## config.mk

```make
export PLATFORM = sky130hd
export DESIGN_NAME = metal_blade_ctrl
export DESIGN_NICKNAME = d
export VERILOG_FILES = /design/src/rtl/metal_blade_ctrl.sv
export SDC_FILE = /design/constraint.sdc
export NUM_CORES = 1
export LEC_CHECK = 0
export ABC_AREA = 1
export CORE_MARGIN = 3
export CORE_UTILIZATION = 51
export CTS_BUF_LIST = sky130_fd_sc_hd__clkbuf_4 sky130_fd_sc_hd__clkbuf_8
export DETAILED_ROUTE_END_ITERATION = 8
export HOLD_SLACK_MARGIN = 0.12
export PLACE_DENSITY = 0.79
export RECOVER_POWER = 50
export SYNTH_ARGS = -nofsm -noshare
export SYNTH_HDL_FRONTEND = slang
export SYNTH_SLANG_ARGS = --single-unit
```

## constraint.sdc

```tcl
create_clock -name Clk -period 3.6 [get_ports Clk]
set_clock_uncertainty 0.2 [all_clocks]
set_input_delay 0.54 -clock Clk [delete_from_list [all_inputs] [get_ports Clk]]
set_output_delay 0.54 -clock Clk [all_outputs]
set_load 0.05 [all_outputs]
```

## src/rtl/metal_blade_ctrl.sv

```systemverilog
// Boss projectile controller: latches an aimed blade on fire, moves it once per
// video frame, retires it off-screen / on player hit / on timeout, then cools down.
module metal_blade_ctrl #(
   parameter int SCREEN_W   = 640,
   parameter int SCREEN_H   = 480,
   parameter int BLADE_SIZE = 8,
   parameter int HIT_RADIUS = 8,
   parameter int COOLDOWN   = 30,
   parameter int MAX_FLIGHT = 255
) (
   input  logic       Clk,
   input  logic       Reset,
   input  logic       frame_clk_rising,
   input  logic       fire,
   input  logic [9:0] metalmanX,
   input  logic [9:0] metalmanY,
   input  logic [9:0] xvel_in,
   input  logic [9:0] yvel_in,
   input  logic [9:0] charX,
   input  logic [9:0] charY,
   output logic [9:0] bladeX,
   output logic [9:0] bladeY,
   output logic       blade_active,
   output logic       ready,
   output logic       hit
);

   localparam int FW = $clog2(MAX_FLIGHT + 1);
   localparam int CW = $clog2(COOLDOWN + 1);
   localparam logic [FW-1:0]     FLIGHT_MAX = FW'(MAX_FLIGHT);
   localparam logic [CW-1:0]     COOL_LOAD  = CW'(COOLDOWN);
   localparam logic signed [11:0] XMAX      = 12'(SCREEN_W - BLADE_SIZE);
   localparam logic signed [11:0] YMAX      = 12'(SCREEN_H - BLADE_SIZE);
   localparam logic [12:0]        HIT_R     = 13'(HIT_RADIUS);

   typedef enum logic [1:0] {IDLE, FLY, COOL} state_t;

   state_t             state_q, state_d;
   logic [9:0]         x_q, x_d, y_q, y_d;
   logic signed [9:0]  vx_q, vy_q;
   logic [FW-1:0]      flight_q, flight_d, flight_inc;
   logic [CW-1:0]      cool_q, cool_d;
   logic               active_q, active_d;
   logic               ready_q, ready_d;
   logic               hit_q, hit_d;
   logic               latch;
   logic signed [11:0] nx, ny;
   logic               off_screen, hit_test;

   // Magnitude of (signed candidate position - unsigned player coordinate), no 10-bit wrap.
   function automatic logic [12:0] abs_diff(input logic signed [11:0] a, input logic [9:0] b);
      logic signed [12:0] d;
      d = {a[11], a} - {3'b000, b};
      return d[12] ? -d : d;
   endfunction

   assign nx = $signed({2'b00, x_q}) + $signed({{2{vx_q[9]}}, vx_q});
   assign ny = $signed({2'b00, y_q}) + $signed({{2{vy_q[9]}}, vy_q});
   assign off_screen = (nx < 12'sd0) || (nx > XMAX) || (ny < 12'sd0) || (ny > YMAX);
   assign hit_test   = (abs_diff(nx, charX) < HIT_R) && (abs_diff(ny, charY) < HIT_R);
   assign flight_inc = flight_q + FW'(1);

   always_comb begin
      state_d  = state_q;
      x_d      = x_q;
      y_d      = y_q;
      flight_d = flight_q;
      cool_d   = cool_q;
      active_d = active_q;
      hit_d    = 1'b0;
      latch    = 1'b0;
      unique case (state_q)
         IDLE: begin
            // A fire wins over a coincident frame tick: the blade only appears this cycle.
            if (fire) begin
               latch    = 1'b1;
               x_d      = metalmanX;
               y_d      = metalmanY;
               flight_d = '0;
               active_d = 1'b1;
               state_d  = FLY;
            end
         end
         FLY: begin
            if (frame_clk_rising) begin
               if (off_screen) begin
                  active_d = 1'b0;
                  cool_d   = COOL_LOAD;
                  state_d  = COOL;
               end else begin
                  x_d      = nx[9:0];
                  y_d      = ny[9:0];
                  flight_d = flight_inc;
                  if (hit_test) begin
                     hit_d    = 1'b1;
                     active_d = 1'b0;
                     cool_d   = COOL_LOAD;
                     state_d  = COOL;
                  end else if (flight_inc == FLIGHT_MAX) begin
                     active_d = 1'b0;
                     cool_d   = COOL_LOAD;
                     state_d  = COOL;
                  end
               end
            end
         end
         COOL: begin
            if (frame_clk_rising) begin
               cool_d = cool_q - CW'(1);
               if (cool_d == '0) state_d = IDLE;
            end
         end
         default: state_d = IDLE;
      endcase
      ready_d = (state_d == IDLE);
   end

   always_ff @(posedge Clk) begin
      if (Reset) begin
         state_q  <= IDLE;
         x_q      <= '0;
         y_q      <= '0;
         flight_q <= '0;
         cool_q   <= '0;
         active_q <= 1'b0;
         ready_q  <= 1'b1;
         hit_q    <= 1'b0;
      end else begin
         state_q  <= state_d;
         x_q      <= x_d;
         y_q      <= y_d;
         flight_q <= flight_d;
         cool_q   <= cool_d;
         active_q <= active_d;
         ready_q  <= ready_d;
         hit_q    <= hit_d;
      end
   end

   // Velocity is pure data; it is only meaningful while FLY, which reset never leaves us in.
   always_ff @(posedge Clk) begin
      if (latch) begin
         vx_q <= $signed(xvel_in);
         vy_q <= $signed(yvel_in);
      end
   end

   assign bladeX       = x_q;
   assign bladeY       = y_q;
   assign blade_active = active_q;
   assign ready        = ready_q;
   assign hit          = hit_q;

endmodule

```

==> summary.md, run 1 <==
| Metric | Value |
|---|---|
| RR Startpoint | `vx_q[5]$_DFFE_PP_` |
| Die area | `0.0121 mm²` |
| Crit path required time | `3630 ps` |
| Layout Cell Area excl Fill | `0.00834 mm²` |
| Internal | `3550 µW` |
| Crit path max-delay cell type | `edfxtp_1` |
| Share of cells above drive strength 1 | `27.4%` |
| Layout area overhead | `51.2%` |
| R2R Setup Slk | `-600 ps` |
| Routed wire length per instance | `15.5 µm` |
| First-pass GRT wire length | `26700 µm` |
| Die Y | `110 µm` |
| Initial DRC Count | `771` |
| Synth Instances | `857` |
| Number of nets in the layout | `1209` |
| Crit Path Category | `reg2reg` |
| Reg clk slew, reported paths | `70 ps` |
| CP startpoint | `vx_q[5]$_DFFE_PP_` |
| P_sw | `3310 µW` |
| Initial antenna violation count | `0` |
| Post-synth ARST share | `0%` |
| Final HPWL DP | `12000 µm` |
| Ports | `87` |
| Diode count | `0` |
| Synth Flop Type | `dfxtp_1` |
| Number of synthesized flops with an enable pin | `20` |
| CTS Buffer Depth | `2` |
| Period minus WS final | `4200 ps` |
| Global placer's final weighted congestion | `0.895` |
| Die X | `110 µm` |
| Worst-path fanout max | `5` |
| Worst reg2reg endpoint | `cool_q[3]$_SDFFE_PP0P_` |
| Synth top area share | `17.8%` |
| Fmax | `238 MHz` |
| Worst path max stage delay | `440 ps` |
| Rel. slew slack | `56.5%` |
| Reg power frac | `13.2%` |
| Failing checks | `negative setup slack` |
| Final hold vios | `0` |
| Switching Share | `48.3%` |
| Top delay family on crit path | `simple AND/OR/NAND/NOR gates` |
| Overall routing resource usage | `27.8%` |
| Area contributors post-synth | `nand2_1 18%, dfxtp_1 14%, ha_1 11%` |
| Clock tree sinks | `58` |
| Startpoint Class | `flop` |
| Cell repeated most along the worst path | `nand2_2` |
| RSZ-0062 raised after global routing | `yes` |
| # rows | `37` |
| WP buf/inv | `3` |
| Reg2reg path depth | `29` |
| Post-route setup slack | `-603 ps` |
| # setup viols final | `10` |
| Pre-CTS WS | `-403 ps` |
| Largest net degree at the start of global routing | `25` |
| Seq cells post-synth | `58` |
| Max IR drop VDD | `0.501 mV` |
| Hold Startpoint | `flight_q[1]$_SDFFE_PP0P_` |
| Hold crit path type | `reg2reg` |
| Status | `finished with violations` |
| Least-Margin Pin Slew | `652 ps` |
| CTS Hold Bufs | `0` |
| Synthesized Nets | `975` |
| Power share of the clock group | `8.1%` |
| Most common cell after layout, fill and taps aside | `nand2_1` |
| DRC | `0` |
| Mapped Avg Cell Area | `6.43 µm²` |
| TritonCTS clock tree | `yes` |
| Cell variety after synth | `41` |
| Worst-Skew Late Latency | `340 ps` |
| Number of vias per cell | `5.40` |
| H-tree depth | `3` |
| Power Dens Cells | `824 mW/mm²` |
| CP Data Arrival Time | `4230 ps` |
| Crit share post-route | `117%` |
| Fin. max-slew vios | `0` |
| Most frequent cells in the layout | `246 x nand2_1, 143 x buf_4, 132 x inv_1, 64 x nand3_1, 61 x clkdlybuf4s50_1` |
| Vias in the first global route | `5870` |
| Worst hold endpoint | `flight_q[1]$_SDFFE_PP0P_` |
| Clock Tree Root | `clkbuf_8` |
| PortBufs | `86` |
| Post-synth top area cell | `nand2_1` |
| Crit. End Element | `flop` |
| CORE AREA | `0.0104 mm²` |
| Gate power share | `78.7%` |
| Mapped Area | `0.00551 mm²` |
| Final design utilization | `80.0%` |
| Setup TNS | `-5310 ps` |
| Total Routed Length | `19100 µm` |
| Leakage power | `0.00411 µW` |
| Post-DP Area | `0.00752 mm²` |
| Initial Util | `52.9%` |
| Drt pass-1 iters | `7` |
| Hold path cells | `2` |
| Final antenna-violating net count | `0` |
| Overflow after GRT | `0` |
| CTS buffer count | `9` |
| Post-synthesis sequential area ratio | `24.7%` |
| Yosys Warn Count | `0` |
| Max Cap Viol | `0` |
| Vias | `6652` |
-- worst reg2reg max path: cells and delay by family, from the launching register on --
family	cells	cell delay, ps
xor gates and xnor gates	1	230
DFF	1	440
and+or+nand+nor	21	2150
buffers and inverters	3	210
adders and majority gates	2	600
AOI/OAI and AO/OA	2	230
-- cell usage after synthesis, types with 2 or more instances --
master / instances
a21oi_2: 2
nand3b_1: 7
or2_1: 3
nand2_4: 2
o21ai_1: 22
ha_1: 50
nand2_1: 262
xnor2_1: 11
nand2_2: 11
nand3_1: 76
xor2_1: 20
a31oi_1: 18
o21ai_0: 10
nor2_2: 5
a21oi_1: 38
nand3_2: 5
nor3_1: 2
dfxtp_1: 38
edfxtp_1: 20
inv_2: 5
inv_1: 137
clkbuf_1: 8
or2_2: 2
nor2_1: 69
buf_6: 5
buf_2: 2
fa_1: 4
a31o_2: 2
nand4_1: 9
-- power groups by stage --
stage	registers [µW]	clock network, µW	logic, µW
final	908	554	5400
after floorplan	1100	0	2590
after global routing	912	580	5910
after CTS	890	550	4840
after detailed placement	892	0	4540
after global placement	889	0	4470
-- cell families after synthesis --
logic type | Yosys count | share of synthesized area, %
simple gates | 457 | 36.0
buf+inv | 158 | 11.5
compound gates | 99 | 10.1
flops | 58 | 24.7
fa+ha+maj | 54 | 12.8
xor+xnor | 31 | 4.93
-- state kept, by name, summed over array words and instances (netlist names) --
| name | count |
|---|---|
| cool_q | 5 |
| bladeY | 10 |
| vx_q | 10 |
| hit | 1 |
| bladeX | 10 |
| ready | 1 |
| blade_active | 1 |
| flight_q | 8 |
| state_q | 2 |
| vy_q | 10 |
-- worst max path at each step --
stage,endpoint,slack [ps],depth (start not counted)
global placement,cool_q[0]$_SDFFE_PP0P_,-290,27
floorplan,cool_q[1]$_SDFFE_PP0P_,-40,27
finish,cool_q[3]$_SDFFE_PP0P_,-600,29
global route,cool_q[3]$_SDFFE_PP0P_,-890,30
detailed placement,cool_q[0]$_SDFFE_PP0P_,-400,26
CTS,ready$_SDFF_PP1_,-250,28
-- through the flow --
stage,hold slack [ps],power (µW),instances
final,320,6870,1232
after global routing,340,7400,1232
after CTS,318,6280,1220
after detailed placement,300,5430,1190
after global placement,295,5360,1190
after floorplan,272,3690,857
-- routing by layer --
metal  up-vias  wire [µm]  share of wire (%)  global-route usage, %
met5         -          0                  0                      0
met4         0        845                4.4                   8.46
met3       102       1560                8.1                   3.38
met2       354       8840                 46                   45.5
met1      2987       7880                 41                   38.3
li1       3209          -                  -                      -
-- repair_timing --
item / 4_1_cts / 5_1_grt
setup endpoints to repair: 10 / 13
setup buffers: 13 / 12
pin swaps: 40 / 43
resized for setup: 48 / 38
gates cloned: 1 / 0
-- area by class of cell --
class	instances	area, µm²
clock inverter	4	17.5
multi-input combinational	642	4020
clock buffer	12	159
tap	136	170
fill	636	2080
sequential	58	1410
timing repair buffer	237	2020
inverter	143	537
Note: power is estimated with default switching activity, not from simulation.
==> run 2: changes to the inputs <==
Settings changed: CORE_UTILIZATION 51 to 60, DONT_BUFFER_PORTS set to 1.
==> run 2 against run 1 <==
The run still ends with negative setup slack left. Final area is 8.6% lower. First-iteration DRC count is 18% higher. Via count is 6.2% higher. Largest cell class unchanged. Largest power group unchanged.
==> summary.md, run 2 (synthesized netlist as in run 1, its figures left out) <==
| Metric | Value |
|---|---|
| Status | `finished with violations` |
| Failing checks | `negative setup slack` |
| Rel. slew slack | `33.3%` |
| Fin. max-slew vios | `0` |
| Most frequent cells in the layout | `234 x nand2_1, 129 x inv_1, 121 x buf_4, 62 x nand3_1, 50 x nor2_1` |
| Overflow after GRT | `0` |
| Crit share post-route | `116%` |
| RR Startpoint | `vx_q[0]$_DFFE_PP_` |
| Final hold vios | `0` |
| Post-DP Area | `0.00664 mm²` |
| TritonCTS clock tree | `yes` |
| Die Y | `102 µm` |
| First-pass GRT wire length | `28300 µm` |
| PortBufs | `0` |
| Worst path max stage delay | `380 ps` |
| Ports | `87` |
| Initial DRC Count | `908` |
| Final antenna-violating net count | `0` |
| Startpoint Class | `flop` |
| Final HPWL DP | `12200 µm` |
| # rows | `34` |
| Reg2reg path depth | `28` |
| Die X | `102 µm` |
| Worst-Skew Late Latency | `350 ps` |
| CTS Buffer Depth | `2` |
| Cell repeated most along the worst path | `nand2_1` |
| Crit. End Element | `flop` |
| Worst reg2reg endpoint | `blade_active$_SDFFE_PP0P_` |
| Clock Tree Root | `clkbuf_8` |
| Number of nets in the layout | `1139` |
| Crit path required time | `3680 ps` |
| Number of vias per cell | `6.23` |
| Drt pass-1 iters | `6` |
| Total power | `7040 µW` |
| Reg clk slew, reported paths | `70 ps` |
| Die area | `0.0104 mm²` |
| # setup viols final | `29` |
| Layout Cell Area excl Fill | `0.00762 mm²` |
| Total Routed Length | `21400 µm` |
| CP Data Arrival Time | `4270 ps` |
| Initial antenna violation count | `0` |
| Least-Margin Pin Slew | `1000 ps` |
| Pre-CTS WS | `-427 ps` |
| CTS buffer count | `9` |
| Layout area overhead | `38.2%` |
| RSZ-0062 raised after global routing | `yes` |
| H-tree depth | `3` |
| Leakage power | `0.00377 µW` |
| Overall routing resource usage | `33.9%` |
| Routed wire length per instance | `18.9 µm` |
| Most common cell after layout, fill and taps aside | `nand2_1` |
| WHS | `144 ps` |
| Setup TNS | `-5730 ps` |
| Clock tree sinks | `58` |
| Worst hold endpoint | `bladeX[3]$_SDFFE_PP0P_` |
| R2R Setup Slk | `-590 ps` |
| Vias | `7063` |
| Crit path max-delay cell type | `edfxtp_1` |
| Diode count | `0` |
| Crit Path Category | `reg2reg` |
| Post-route setup slack | `-594 ps` |
| Initial Util | `62.6%` |
| Vias in the first global route | `6292` |
| Hold path cells | `2` |
| Global placer's final weighted congestion | `0.913` |
| Hold crit path type | `in2reg` |
| DRC | `0` |
| Power Dens Cells | `924 mW/mm²` |
| Share of cells above drive strength 1 | `29.5%` |
| Worst-path fanout max | `5` |
| Max IR drop VDD | `0.463 mV` |
| Fmax | `238 MHz` |
| Largest net degree at the start of global routing | `29` |
| CORE AREA | `0.00881 mm²` |
| Hold Startpoint | `metalmanX[3]` |
| Max Cap Viol | `0` |
| Period minus WS final | `4190 ps` |
| Filler instances | `444` |
run 2: critical path, delay by kind of cell (launching register included):
family | cells | cell delay [ps]
flip-flops | 1 | 380
AND/OR/NAND/NOR | 19 | 2030
adder cells (fa/ha/maj) | 3 | 740
XOR/XNOR | 1 | 150
AO/OA/AOI/OAI | 2 | 340
buffers and inverters | 3 | 280
run 2: layout make-up:
cell class | count | area, µm² | share of cell area [%]
Sequential cell | 58 | 1410 | 18.5
Timing Repair Buffer | 165 | 1230 | 16.1
Clock inverter | 3 | 40.0 | 0.525
Multi-Input combinational cell | 644 | 4110 | 53.9
Clock buffer | 13 | 160 | 2.10
Tap cell | 108 | 135 | 1.77
Inverter | 143 | 537 | 7.04
run 2: what timing repair did:
item,CTS,global route
hold buffers,21,0
pin swaps,40,55
hold endpoints to repair,27,0
resized for setup,49,63
cloned,2,1
endpoints found under the setup margin,10,11
setup buffers,8,9
run 2: worst max path at each step:
stage,endpoint,startpoint,depth (start not counted)
2_1_floorplan,cool_q[1]$_SDFFE_PP0P_,bladeX[0]$_SDFFE_PP0P_,27
3_3_place_gp,blade_active$_SDFFE_PP0P_,vy_q[4]$_DFFE_PP_,29
3_5_place_dp,cool_q[4]$_SDFFE_PP0P_,vy_q[4]$_DFFE_PP_,27
4_1_cts,ready$_SDFF_PP1_,vx_q[0]$_DFFE_PP_,28
5_1_grt,blade_active$_SDFFE_PP0P_,vx_q[3]$_DFFE_PP_,26
6_report,blade_active$_SDFFE_PP0P_,vx_q[0]$_DFFE_PP_,28
run 2: stage by stage:
| step | util (%) | std cells |
|---|---|---|
| finish | 86.5 | 1134 |
| global route | 86.5 | 1134 |
| CTS | 83.8 | 1124 |
| detailed placement | 75.3 | 1077 |
| global placement | 75.3 | 1077 |
| floorplan | - | 857 |
run 2: layer usage:
| metal | part of all wire, % | GRT usage [%] | vias up |
|---|---|---|---|
| met5 | 0 | 0 | - |
| met4 | 5.9 | 12.6 | 0 |
| met3 | 11 | 7.58 | 177 |
| met2 | 47 | 57.4 | 546 |
| met1 | 36 | 42.4 | 3270 |
| li1 | - | - | 3070 |
run 2: report_power, final:
part           internal, µW  switching (µW)  total (µW)
Sequential              806             111         918
Clock                   360             264         623
Combinational          2310            3190        5500
